### src/rtl/tile_buffer_sched.sv
// -----------------------------------------------------------------------------
// tile_buffer_sched
//
// Job-level sequencer for the A/B/C tile buffer memory interface. For every
// tile of a job it requests and counts a COLS-beat fill of buffer A and then
// buffer B from the shared memory read port. It then kicks the compute array
// and drains buffer C one column per accepted beat. All load/stream enables
// and column pointers are owned here, so the buffer block itself is a plain
// memory with no control state.
//
// Optional feature macro: TILE_SCHED_PERF_EN
//   When defined, adds output stall_cycles, a saturating 32-bit count of
//   cycles spent waiting on mem_req_ready, mem_rvalid or drain_ready.
//
// Ports:
//   clk, rst_n          clock, asynchronous active-low reset
//   start, num_tiles    job start pulse (sampled only when idle) and tile count
//   busy, done          job in progress / one-cycle completion pulse
//   mem_req_valid/_sel  burst request to the read port (sel 0=A, 1=B)
//   mem_req_ready       request accepted
//   mem_rvalid          read beat present this cycle
//   load_en_a/_b        write current beat into A/B at wr_col
//   wr_col              fill column pointer
//   compute_start       one-cycle pulse once both buffers are full
//   compute_done        compute finished, C valid
//   drain_valid/_ready  C column handshake, column given by rd_col
//   rd_col              drain column pointer
//   tile_idx            current tile, 0-based
//   stall_cycles        (TILE_SCHED_PERF_EN only) stall counter
// -----------------------------------------------------------------------------
module tile_buffer_sched #(
  parameter int COLS   = 64,
  parameter int PTR_W  = $clog2(COLS),
  parameter int TILE_W = 8
) (
  input  logic              clk,
  input  logic              rst_n,
  input  logic              start,
  input  logic [TILE_W-1:0] num_tiles,
  output logic              busy,
  output logic              done,
  output logic              mem_req_valid,
  output logic              mem_req_sel,
  input  logic              mem_req_ready,
  input  logic              mem_rvalid,
  output logic              load_en_a,
  output logic              load_en_b,
  output logic [PTR_W-1:0]  wr_col,
  output logic              compute_start,
  input  logic              compute_done,
  output logic              drain_valid,
  input  logic              drain_ready,
  output logic [PTR_W-1:0]  rd_col,
  output logic [TILE_W-1:0] tile_idx
`ifdef TILE_SCHED_PERF_EN
  ,
  output logic [31:0]       stall_cycles
`endif
);

  typedef enum logic [2:0] {
    S_IDLE    = 3'd0,
    S_REQ_A   = 3'd1,
    S_LOAD_A  = 3'd2,
    S_REQ_B   = 3'd3,
    S_LOAD_B  = 3'd4,
    S_COMPUTE = 3'd5,
    S_WAIT_C  = 3'd6,
    S_DRAIN   = 3'd7
  } state_t;

  localparam logic [PTR_W-1:0] LAST_COL = PTR_W'(COLS - 1);

  state_t              r_state;
  state_t              w_state_next;
  logic [PTR_W-1:0]    r_wr_col;
  logic [PTR_W-1:0]    r_rd_col;
  logic [TILE_W-1:0]   r_tile_idx;
  logic [TILE_W-1:0]   r_count;
  logic                r_done;
  logic                r_compute_start;

  logic                w_start_ok;
  logic                w_start_zero;
  logic                w_fill_beat;
  logic                w_last_fill;
  logic                w_drain_beat;
  logic                w_last_drain;
  logic                w_last_tile;
  logic                w_done_next;
  logic                w_compute_start_next;

  // Shared event decodes used by both next-state and datapath logic.
  assign w_start_ok   = (r_state == S_IDLE) && start && (num_tiles != '0);
  assign w_start_zero = (r_state == S_IDLE) && start && (num_tiles == '0);
  assign w_fill_beat  = ((r_state == S_LOAD_A) || (r_state == S_LOAD_B)) && mem_rvalid;
  assign w_last_fill  = w_fill_beat && (r_wr_col == LAST_COL);
  assign w_drain_beat = (r_state == S_DRAIN) && drain_ready;
  assign w_last_drain = w_drain_beat && (r_rd_col == LAST_COL);
  assign w_last_tile  = (r_tile_idx == (r_count - TILE_W'(1)));

  // State register
  always_ff @(posedge clk or negedge rst_n) begin
    if (!rst_n) begin
      r_state <= S_IDLE;
    end else begin
      r_state <= w_state_next;
    end
  end

  // Next-state logic
  always_comb begin
    w_state_next = r_state;
    case (r_state)
      S_IDLE:    if (w_start_ok) w_state_next = S_REQ_A;
      S_REQ_A:   if (mem_req_ready) w_state_next = S_LOAD_A;
      S_LOAD_A:  if (w_last_fill) w_state_next = S_REQ_B;
      S_REQ_B:   if (mem_req_ready) w_state_next = S_LOAD_B;
      S_LOAD_B:  if (w_last_fill) w_state_next = S_COMPUTE;
      S_COMPUTE: w_state_next = S_WAIT_C;
      S_WAIT_C:  if (compute_done) w_state_next = S_DRAIN;
      S_DRAIN: begin
        if (w_last_drain) begin
          w_state_next = w_last_tile ? S_IDLE : S_REQ_A;
        end
      end
      default:   w_state_next = S_IDLE;
    endcase
  end

  // Output decode. done/compute_start are computed here one cycle early and
  // registered below so they appear as clean single-cycle pulses.
  always_comb begin
    busy                 = (r_state != S_IDLE);
    mem_req_valid        = (r_state == S_REQ_A) || (r_state == S_REQ_B);
    mem_req_sel          = (r_state == S_REQ_B);
    load_en_a            = (r_state == S_LOAD_A) && mem_rvalid;
    load_en_b            = (r_state == S_LOAD_B) && mem_rvalid;
    drain_valid          = (r_state == S_DRAIN);
    w_done_next          = w_start_zero || (w_last_drain && w_last_tile);
    w_compute_start_next = (r_state == S_LOAD_B) && w_last_fill;
  end

  // Pulse registers
  always_ff @(posedge clk or negedge rst_n) begin
    if (!rst_n) begin
      r_done          <= 1'b0;
      r_compute_start <= 1'b0;
    end else begin
      r_done          <= w_done_next;
      r_compute_start <= w_compute_start_next;
    end
  end

  // Column pointers, tile index and latched tile count
  always_ff @(posedge clk or negedge rst_n) begin
    if (!rst_n) begin
      r_wr_col   <= '0;
      r_rd_col   <= '0;
      r_tile_idx <= '0;
      r_count    <= '0;
    end else begin
      if (w_start_ok) begin
        r_count    <= num_tiles;
        r_tile_idx <= '0;
        r_wr_col   <= '0;
        r_rd_col   <= '0;
      end
      if (w_fill_beat) begin
        r_wr_col <= w_last_fill ? '0 : r_wr_col + PTR_W'(1);
      end
      if (w_drain_beat) begin
        r_rd_col <= w_last_drain ? '0 : r_rd_col + PTR_W'(1);
      end
      // The index stays on the final tile after completion.
      if (w_last_drain && !w_last_tile) begin
        r_tile_idx <= r_tile_idx + TILE_W'(1);
      end
    end
  end

  assign done          = r_done;
  assign compute_start = r_compute_start;
  assign wr_col        = r_wr_col;
  assign rd_col        = r_rd_col;
  assign tile_idx      = r_tile_idx;

`ifdef TILE_SCHED_PERF_EN
  logic [31:0] r_stall_cycles;
  logic        w_stall;

  assign w_stall = (mem_req_valid && !mem_req_ready) ||
                   (((r_state == S_LOAD_A) || (r_state == S_LOAD_B)) && !mem_rvalid) ||
                   ((r_state == S_DRAIN) && !drain_ready);

  // Cleared on any accepted start (including a zero-tile job); saturates.
  always_ff @(posedge clk or negedge rst_n) begin
    if (!rst_n) begin
      r_stall_cycles <= '0;
    end else if (w_start_ok || w_start_zero) begin
      r_stall_cycles <= '0;
    end else if (w_stall && (r_stall_cycles != '1)) begin
      r_stall_cycles <= r_stall_cycles + 32'd1;
    end
  end

  assign stall_cycles = r_stall_cycles;
`endif

endmodule

### config.mk
export PLATFORM = sky130hd
export DESIGN_NAME = tile_buffer_sched
export DESIGN_NICKNAME = d
export VERILOG_FILES = /design/src/rtl/tile_buffer_sched.sv
export SDC_FILE = /design/constraint.sdc
export NUM_CORES = 1
export LEC_CHECK = 0
export ABC_AREA = 1
export BUFFER_PORTS_ARGS = -buffer_cell sky130_fd_sc_hd__buf_2
export CORE_UTILIZATION = 50
export DETAILED_ROUTE_END_ITERATION = 8
export PLACE_DENSITY_LB_ADDON = 0.15
export RECOVER_POWER = 25
export REMOVE_ABC_BUFFERS = 1
export SLEW_MARGIN = 15
export SYNTH_ARGS = -nofsm -noshare
export SYNTH_HDL_FRONTEND = slang
export SYNTH_SLANG_ARGS = --single-unit
### constraint.sdc
create_clock -name clk -period 2.1 [get_ports clk]
set_input_delay 0.42 -clock clk [delete_from_list [all_inputs] [get_ports clk]]
set_output_delay 0.42 -clock clk [all_outputs]
set_load 0.01 [all_outputs]
* Word-level counts from Yosys, hierarchy flattened
Cells that the tools add are included.
Storage, ports and cells: input port bits 15, word-level logic and storage cells 68, output and inout bits 28, register bits 33
Operators by class: mux-type cells 16, eq/ne operators 17, reductions and logical operators 24, $add $sub $neg 4
Operators with widths (number):
- $mux 6 | 5
- $pmux 3 s8 | 1
- $mux 3 | 7
- $mux 8 | 2
- $add 6x1->6 const B | 2
- $eq 3x3->1 const B | 4
- $eq 6x6->1 const B | 2
- $logic_and 1x1->1 | 12
- $ne 2x2->1 const B | 5
- $add 8x1->8 const B | 1
- $eq 8x8->1 | 1
- $logic_not 8->1 | 1
- $reduce_bool 8->1 | 1
- $sub 8x1->8 const B | 1
- $reduce_and 7->1 | 1
- $eq 3x2->1 const B | 2
- $reduce_bool 2->1 | 3
- $ne 2x1->1 const B | 2
- $eq 3x1->1 const B | 1
- $logic_not 3->1 | 1
- $logic_or 1x1->1 | 3
- $reduce_bool 3->1 | 1
- $logic_not 1->1 | 1
- $mux 1 | 1

* Longest topological paths before layout
Gate-level depths: netlist of the first run.
depth after elaboration 6, gate-level depth with buffers 12, mapped depth without buffers 12

* Worst setup path before layout of the first run
No wires, ideal clock.
path type flip-flop to flip-flop, start point reg r_count[0], end point reg r_tile_idx[5] (netlist: tile_idx[5]), arrival 1503 ps, required time 1982 ps, setup slack 480 ps, clock period less this slack 1620 ps, buffers on the path 1, setup time 118 ps, stages on the path, launching flop included 13, cell sequence dfrtp_1 inv_1 ha_1 inv_1 nand2_1 nand3_1 nand2_1 nand3_1 nor2_1 nand3_1 buf_4 nand3b_1 nand2_1
Between the ends: cells in the longest elaborated chain, start to end 5
Ends and longest elaborated chain:
- start: declaration | line 79 | logic [TILE_W-1:0] r_count;
- start signal: assignment | line 164 | r_count <= num_tiles;
- $sub 8x1->8 * | line 100 | assign w_last_tile = (r_tile_idx == (r_count - TILE_W'(1)));
- $eq 8x8->1 * | line 100
- $logic_not 1->1 * | line 176 | if (w_last_drain && !w_last_tile) begin
- $logic_and 1x1->1 * | line 176
- $mux 8 or $reduce_bool 2->1 (tied branches)
- end signal: assignment | line 177 | r_tile_idx <= r_tile_idx + TILE_W'(1);
- end: declaration | line 78 | logic [TILE_W-1:0] r_tile_idx;
Mark *: on every way between the ends. The rest lies on a longest branch, timed or not. A chain may end at the register's enable or synchronous reset.

* Final worst setup path of the first run
start point reg r_count[0], end point reg r_tile_idx[4] (netlist: tile_idx[4])
Same word-level chain as after synthesis.

==> impl_metrics.csv, run 1 <==
group,metric,value,unit
outcome,outcome,"finished, violations left",
outcome,violations,"capacitance limit, slew limit",
clocking,cts_tree,"yes",
timing,finalHoldViolCount,0,
drt,antenna_left,0,
timing,min_period_over_period,0.909,
job,cap_violations,1,
global_routing,overflow,0,
power,vdd_drop_max,0.000651,V
yosys,netlist_instances,291,
final_layout,final_common_cell,"nand2_1",
clocking,cts.hold.buffers_added,0,
floorplan,die-area,4430,µm²
critical_path,worst_ep_required_time,2280,ps
floorplan,initial_core_util,0.520,
clocking,clkTransAtPathRegs,70,ps
global_routing,grt_pass1_vias,1736,
timing,finalCriticalPeriod,1910,ps
timing,fmaxAchievable,524,MHz
clocking,h-tree-depth,2,
worst_hold_path,hp-class,"in2reg",
timing,finalSetupViolCount,0,
final_layout,nNetsFinal,354,
timing,finalMaxSlewViolations,34,
drt,firstDrtPassIters,4,
floorplan,ios,43,
yosys,synth_area,2080,µm²
placement,portBuffers,42,
floorplan,coreArea,4000,µm²
timing,whs,403,ps
drt,vias,1922,
clocking,cts_buffer_depth,2,
yosys,ys_seq_area_frac,0.397,
critical_path,critPathLaunchType,"flop",
timing,max-slew-margin-rel,-0.152,
final_layout,drive_gt1_frac,0.205,
yosys,yosys_warnings,0,
global_routing,grt_pass1_wl,7460,µm
clocking,numCtsBuffers,5,
drt,drt_first_iter_violations,174,
drt,wl_per_cell,11.3,µm
placement,dpl.hpwl,3290,µm
timing,worst_pin_slew,1730,ps
drt,wl,4350,µm
timing,tns,0,ps
clocking,cts.sinks,33,
power,p_leak,0.00133,µW
critical_path,cp_max_fo,7,
final_layout,layout_common_cells,"nand2_1 (76), inv_1 (43), buf_2 (41), nand3_1 (37), dfrtp_1 (33)",
critical_path,endpoint_kind,"flop",
yosys,ys_seq_elements,33,
final_layout,n_antenna_cell,0,
drt,vias_per_cell,4.98,
placement,gp_routability_congestion,0.857,
critical_path,worstPathArrival,2090,ps
critical_path,crit_type,"reg2reg",
final_layout,n_fill_cell,379,
floorplan,core.rowCount,23,
global_routing,grt_util_all_layers,0.226,
drt,drc,0,
timing,rsz0062_at_grt,"no",
clocking,insertion_delay,290,ps
final_layout,syn_to_final_growth,17.2,%
timing,skew,7.77,ps
global_routing,antenna_found_initial,0,
floorplan,die_h,66.5,µm
yosys,avgSynthCellArea,7.15,µm²
clocking,root_buffer,"clkbuf_8",
floorplan,die_x,66.5,µm
power,power.density,1200,nW/µm²
global_routing,grt_max_degree,34,
yosys,yosys.cell_types.count,31,
[through the flow]
step                      instances  instance area, µm²   util  power (µW)  setup slack, ps
after floorplan                 284                2040      -        2030              252
after global placement          378                2330  0.582        2380              249
after detailed placement        378                2330  0.582        2400              143
after CTS                       386                2430  0.607        2940              133
after global routing            386                2440  0.610        3190             27.2
final                           386                2440  0.610        2930              190
[path summary, 6_finish.rpt]
path	startpoint	endpoint	slack, ps	cells past startpoint
worst max-delay path	r_count[0]	tile_idx[4]	190	10
worst min-delay path	num_tiles[1]	r_count[1]	400	3
worst max register to register	r_count[0]	tile_idx[4]	190	10
worst min register to register	r_count[7]	r_count[7]	510	2
max in group asynchronous	rst_n	r_count[2]	520	1
min in group asynchronous	rst_n	tile_idx[7]	580	1
[state kept, by name, indices dropped and copies added, names as in the netlist]
signal and cells:
compute_start 1, done 1, r_count 8, r_state 3, rd_col 6, tile_idx 8
wr_col 6
[per-layer routing]
metal	track usage	wire, µm	vias to the layer above
met5	0	0	-
met3	0.0616	178	4
li1	-	-	1007
met1	0.268	2060	868
met2	0.381	2060	43
met4	0.0957	46	0
[kinds of logic after synthesis]
| family | Yosys count | synth area share |
|---|---|---|
| AND/OR/NAND/NOR | 160 | 0.346 |
| adder cells (fa/ha/maj) | 4 | 0.0240 |
| XOR/XNOR | 14 | 0.0589 |
| AO/OA/AOI/OAI | 25 | 0.0679 |
| flip-flops | 33 | 0.397 |
| buffers and inverters | 55 | 0.107 |
[worst max-delay path, cell delays in order, from the launching register on]
cell     delay, ps
dfrtp_1        400
inv_1          160
ha_2           300
xnor2_1        120
nor2_1         110
nand3_1         80
nor2_1         110
nand3_2        180
buf_4          210
nand4_1         70
nand2_1         60
[synthesized netlist by cell type (all sizes together)]
cell	n	area (µm²)
clkbuf	2	8.75
nand2	80	310
o21ai	16	83.8
xnor2	6	52.6
xor2	8	70.1
nor3	4	31.3
nand3	38	190
buf	5	33.8
nand4	7	50.1
nand3b	1	7.51
clkinv	1	3.75
a21boi	1	7.51
dfrtp	33	826
inv	47	176
ha	4	50.1
or2	1	6.26
o22ai	5	31.3
a21oi	2	10.0
o32ai	1	8.76
nor2	29	124
[layout make-up]
| class | instances | area (µm²) | area share |
|---|---|---|---|
| Clock buffer | 7 | 96.3 | 0.0395 |
| Timing Repair Buffer | 44 | 224 | 0.0918 |
| Inverter | 48 | 180 | 0.0738 |
| Tap cell | 50 | 62.6 | 0.0256 |
| Sequential cell | 33 | 826 | 0.338 |
| Multi-Input combinational cell | 203 | 1050 | 0.429 |
| Clock inverter | 1 | 5.00 | 0.00205 |
[power breakdown]
group	leakage, µW	internal [µW]	total (µW)	switching, µW
sequential	0.000437	834	1080	242
combinational	0.000842	528	1320	793
clock	0.0000542	296	533	236
[repair_timing]
action                                 CTS  global route
buffers inserted                         0             0
endpoints found under the hold margin    0             0
setup endpoints to repair                0             8
gates resized for setup                  0             3
(Power assumes the default switching activity.)
==> inputs of run 2 (changes only) <==
Settings changed: CTS_BUF_LIST from default to sky130_fd_sc_hd__clkbuf_16.
==> run 2 against run 1 <==
Core utilization rose by 0.91 points. Sequential share of layout area fell by 0.50 points. The run still ends with capacitance limit, slew limit left. Worst setup slack got worse by 9.6 ps. Highest routed layer unchanged. Maximum frequency fell by 0.50%.
==> impl_metrics.csv, run 2 (synthesized netlist as in run 1, its figures left out) <==
group,metric,value,unit
timing,finalCriticalPeriod,1920,ps
drt,drt_first_iter_violations,98,
critical_path,path_common_cell,"nor2_1",
timing,whs,408,ps
timing,max-slew-margin-rel,-0.148,
drt,vias,1946,
global_routing,grt_max_degree,34,
drt,firstDrtPassIters,4,
global_routing,grt_pass1_vias,1747,
placement,gp_routability_congestion,0.857,
critical_path,crit_start,"r_count[0]",
final_layout,final_core_util,0.619,
critical_path,r2r-end,"tile_idx[4]",
clocking,root_buffer,"clkbuf_16",
timing,fmaxAchievable,521,MHz
timing,skew,4.29,ps
final_layout,final-instance-count-excl-fill,386,
final_layout,seq_area,826,µm²
critical_path,cp_max_fo,7,
drt,antenna_left,0,
drt,drc,0,
placement,portBuffers,42,
global_routing,grt_util_all_layers,0.228,
floorplan,coreArea,4000,µm²
critical_path,critPathBufInv,2,
placement,dp_cells,378,
worst_hold_path,holdPathStages,3,
drt,wl,4400,µm
final_layout,syn_to_final_growth,18.9,%
power,p_leak,0.00135,µW
clocking,cts_resized,0,
clocking,clkTransAtPathRegs,50,ps
worst_hold_path,hp-start,"num_tiles[1]",
power,vdd_drop_max,0.000631,V
floorplan,core.rowCount,23,
clocking,cts_tree,"yes",
floorplan,initial_core_util,0.520,
critical_path,max_stage_delay,400,ps
critical_path,critPathLaunchType,"flop",
clocking,cts.sinks,33,
drt,wl_per_cell,11.4,µm
floorplan,ios,43,
timing,fin_ws,181,ps
global_routing,grt_pass1_wl,7530,µm
floorplan,die-area,4430,µm²
timing,worst_pin_slew,1720,ps
critical_path,path_cells,"inv_1 > ha_2 > xnor2_1 > nor2_1 > nand3_1 > nor2_1 > nand3_2 > buf_4 > nand4_1 > nand2_1",
final_layout,nNetsFinal,354,
final_layout,n_antenna_cell,0,
global_routing,overflow,0,
critical_path,worstPathArrival,2080,ps
worst_hold_path,whs_endpoint,"r_count[1]",
clocking,h-tree-depth,2,
power,power.density,1250,nW/µm²
timing,min_period_over_period,0.914,
timing,finalMaxSlewViolations,34,
placement,dpl.hpwl,3290,µm
clocking,cts_setup_buffers,0,
placement,dp_slack,143,ps
critical_path,worst_ep_required_time,2270,ps
critical_path,endpoint_kind,"flop",
global_routing,antenna_found_initial,0,
timing,finalSetupViolCount,0,
final_layout,n_fill_cell,370,
clocking,numCtsBuffers,5,
final_layout,drive_gt1_frac,0.199,
timing,tns,0,ps
critical_path,crit_type,"reg2reg",
critical_path,r2r_start,"r_count[0]",
critical_path,worst-r2r-cell-count,10,
critical_path,rrSetupSlack,180,ps
floorplan,die_h,66.5,µm
outcome,violations,"capacitance limit, slew limit",
critical_path,slowest_stage,"dfrtp_1",
drt,vias_per_cell,5.04,
clocking,cts_buffer_depth,2,
worst_hold_path,hp-class,"in2reg",
outcome,outcome,"finished, violations left",
final_layout,layout_common_cells,"nand2_1 (76), inv_1 (43), buf_2 (41), nand3_1 (37), dfrtp_1 (33)",
critical_path,cp_top_family,"simple AND/OR/NAND/NOR gates",
clocking,insertion_delay,280,ps
final_layout,multiInputGateArea,1050,µm²
floorplan,die_x,66.5,µm
job,cap_violations,1,
timing,finalHoldViolCount,0,
final_layout,final_common_cell,"nand2_1",
clocking,cts.hold.buffers_added,0,
timing,rsz0062_at_grt,"no",
-- run 2: changes by cell type in the layout (fill, tap and decap cells not counted) --
| cell | delta |
|---|---|
| clkbuf_8 | -7 |
| clkbuf_16 | +5 |
| clkinv_1 | +2 |
-- run 2: per-layer routing --
layer | track usage | up-vias | share of wire
li1 | - | 1006 | -
met1 | 0.275 | 888 | 0.47
met2 | 0.380 | 45 | 0.47
met3 | 0.0702 | 7 | 0.044
met4 | 0.0851 | 0 | 0.015
met5 | 0 | - | 0
-- run 2: worst max-delay path by stage --
stage / end / slack, ps / depth (start not counted)
after floorplan: r_state[2] / 250 / 10
after global placement: tile_idx[2] / 250 / 10
after detailed placement: tile_idx[4] / 140 / 12
after CTS: tile_idx[4] / 130 / 12
after global routing: tile_idx[4] / 20 / 10
final: tile_idx[4] / 180 / 10
-- run 2: cell type report --
cell class | instances | area share
clock buffers | 5 | 0.0505
repair buffers | 44 | 0.0904
multi-input cells | 203 | 0.422
flip-flops and latches | 33 | 0.334
inverters | 48 | 0.0728
well taps | 50 | 0.0253
clock inverters | 3 | 0.00505
-- run 2: worst min-delay path, stage by stage --
cell     delay [ps]
buf_2            90
inv_1            50
o21ai_0          70
-- run 2: per-stage QoR --
stage	area (µm²)	power (µW)
3_5_place_dp	2330	2400
3_3_place_gp	2330	2380
6_report	2480	3100
2_1_floorplan	2040	2030
5_1_grt	2480	3360
4_1_cts	2460	3100
-- run 2: power by group --
group	switching [µW]	total, µW	internal [µW]	leakage, µW
combinational	802	1330	528	0.000842
sequential	243	1080	835	0.000437
clock	260	688	428	0.0000687
==> inputs of run 3 (changes only) <==
Settings changed: CELL_PAD_IN_SITES_DETAIL_PLACEMENT from default to 1, CELL_PAD_IN_SITES_GLOBAL_PLACEMENT from default to 1, CORE_UTILIZATION 50 to 39.
==> run 3 against run 2 <==
The run now ends clean. Combinational power increased by 5%. Critical path depth increased by 2. Die area increased by 27%. Worst setup slack improved by 65 ps. Clock power increased by 0.6%. Critical endpoint is now tile_idx[3]. Largest cell class unchanged. Largest power group unchanged.
==> impl_metrics.csv, run 3 (synthesized netlist as in run 1, its figures left out) <==
group,metric,value,unit
placement,portBuffers,42,
final_layout,layout_common_cells,"nand2_1 (76), inv_1 (44), buf_2 (41), nand3_1 (37), dfrtp_1 (33)",
drt,drt_first_iter_violations,55,
placement,gp_routability_congestion,0.796,
floorplan,initial_core_util,0.405,
floorplan,die_h,75.1,µm
global_routing,grt_pass1_vias,1918,
critical_path,worst_ep_required_time,2260,ps
timing,min_period_over_period,0.883,
critical_path,slowest_stage,"dfrtp_1",
timing,tns,0,ps
global_routing,grt_max_degree,34,
floorplan,ios,43,
clocking,cts.hold.buffers_added,0,
critical_path,r2r_start,"r_count[0]",
drt,wl,5450,µm
worst_hold_path,hp-class,"in2async",
floorplan,core.rowCount,26,
timing,fmaxAchievable,539,MHz
final_layout,nNetsFinal,358,
timing,rsz0062_at_grt,"no",
critical_path,r2r-end,"tile_idx[3]",
placement,dp_cells,402,
critical_path,critPathLaunchType,"flop",
drt,wl_per_cell,13.3,µm
job,cap_violations,0,
clocking,cts_setup_buffers,0,
floorplan,coreArea,5140,µm²
timing,worst_pin_slew,868,ps
timing,max-slew-margin-rel,0.421,
final_layout,final_core_util,0.494,
drt,vias,1973,
clocking,numCtsBuffers,5,
critical_path,rrSetupSlack,250,ps
critical_path,crit_type,"reg2reg",
clocking,cts_tree,"yes",
timing,finalMaxSlewViolations,0,
critical_path,cp_max_fo,7,
floorplan,die-area,5630,µm²
final_layout,drive_gt1_frac,0.212,
final_layout,final-instance-count-excl-fill,410,
global_routing,grt_util_all_layers,0.215,
clocking,h-tree-depth,2,
critical_path,max_stage_delay,400,ps
critical_path,endpoint_kind,"flop",
global_routing,overflow,0,
final_layout,n_antenna_cell,0,
critical_path,path_cells,"inv_1 > ha_1 > inv_1 > nand2_1 > nand3_1 > nand2_1 > nand3_1 > nor2_1 > nand3_2 > buf_4 > nand4_1 > nand2_1",
drt,firstDrtPassIters,4,
clocking,cts_buffer_depth,2,
floorplan,die_x,75.1,µm
final_layout,syn_to_final_growth,21.9,%
clocking,cts_resized,0,
critical_path,worst-r2r-cell-count,12,
timing,skew,6.01,ps
power,p_leak,0.00138,µW
drt,vias_per_cell,4.81,
final_layout,final_common_cell,"nand2_1",
clocking,cts.sinks,33,
critical_path,critPathBufInv,3,
critical_path,worstPathArrival,2020,ps
clocking,clkTransAtPathRegs,50,ps
critical_path,path_common_cell,"nand2_1",
power,vdd_drop_max,0.000563,V
global_routing,grt_pass1_wl,8930,µm
timing,finalHoldViolCount,0,
power,power.density,1250,nW/µm²
clocking,root_buffer,"clkbuf_16",
drt,drc,0,
critical_path,cp_top_family,"simple AND/OR/NAND/NOR gates",
global_routing,antenna_found_initial,0,
clocking,insertion_delay,280,ps
timing,finalCriticalPeriod,1850,ps
timing,finalSetupViolCount,0,
drt,antenna_left,0,
outcome,outcome,"completed",
placement,dpl.hpwl,4140,µm
## run 3: routing by layer
layer | GRT usage | vias to the layer above | part of all wire
met5 | 0 | - | 0
met4 | 0.0650 | 0 | 0.012
met3 | 0.0402 | 8 | 0.025
met2 | 0.375 | 29 | 0.49
met1 | 0.271 | 920 | 0.47
li1 | - | 1016 | -
## run 3: report_power, final
| part | switching, µW | total [µW] | internal [µW] | leakage [µW] |
|---|---|---|---|---|
| Combinational | 842 | 1390 | 550 | 0.000871 |
| Sequential | 251 | 1090 | 835 | 0.000437 |
| Clock | 262 | 692 | 430 | 0.0000748 |
## run 3: per-stage QoR
step	hold WS (ps)	total power (µW)	setup slack (ps)	area, µm²
after floorplan	124	2030	252	2040
after global placement	496	2440	280	2390
after detailed placement	506	2490	156	2390
after CTS	245	3200	142	2530
after global routing	327	3450	39.5	2540
final	247	3170	246	2540
## run 3: layout make-up
cell class / count / area (µm²)
fill: 713 / 2600
multi-input combinational: 203 / 1040
sequential: 33 / 826
timing repair buffer: 48 / 268
inverter: 48 / 180
clock buffer: 5 / 125
tap: 70 / 87.6
clock inverter: 3 / 13.8
## run 3: worst max-delay path by stage
stage | slack (ps) | from | endpoint | cells past startpoint
2_1_floorplan | 250 | r_state[1] | r_state[2] | 10
5_1_grt | 40 | r_count[0] | tile_idx[3] | 12
4_1_cts | 140 | r_count[0] | tile_idx[3] | 12
6_report | 250 | r_count[0] | tile_idx[3] | 12
3_3_place_gp | 280 | r_count[0] | tile_idx[1] | 10
3_5_place_dp | 160 | r_count[0] | tile_idx[3] | 12
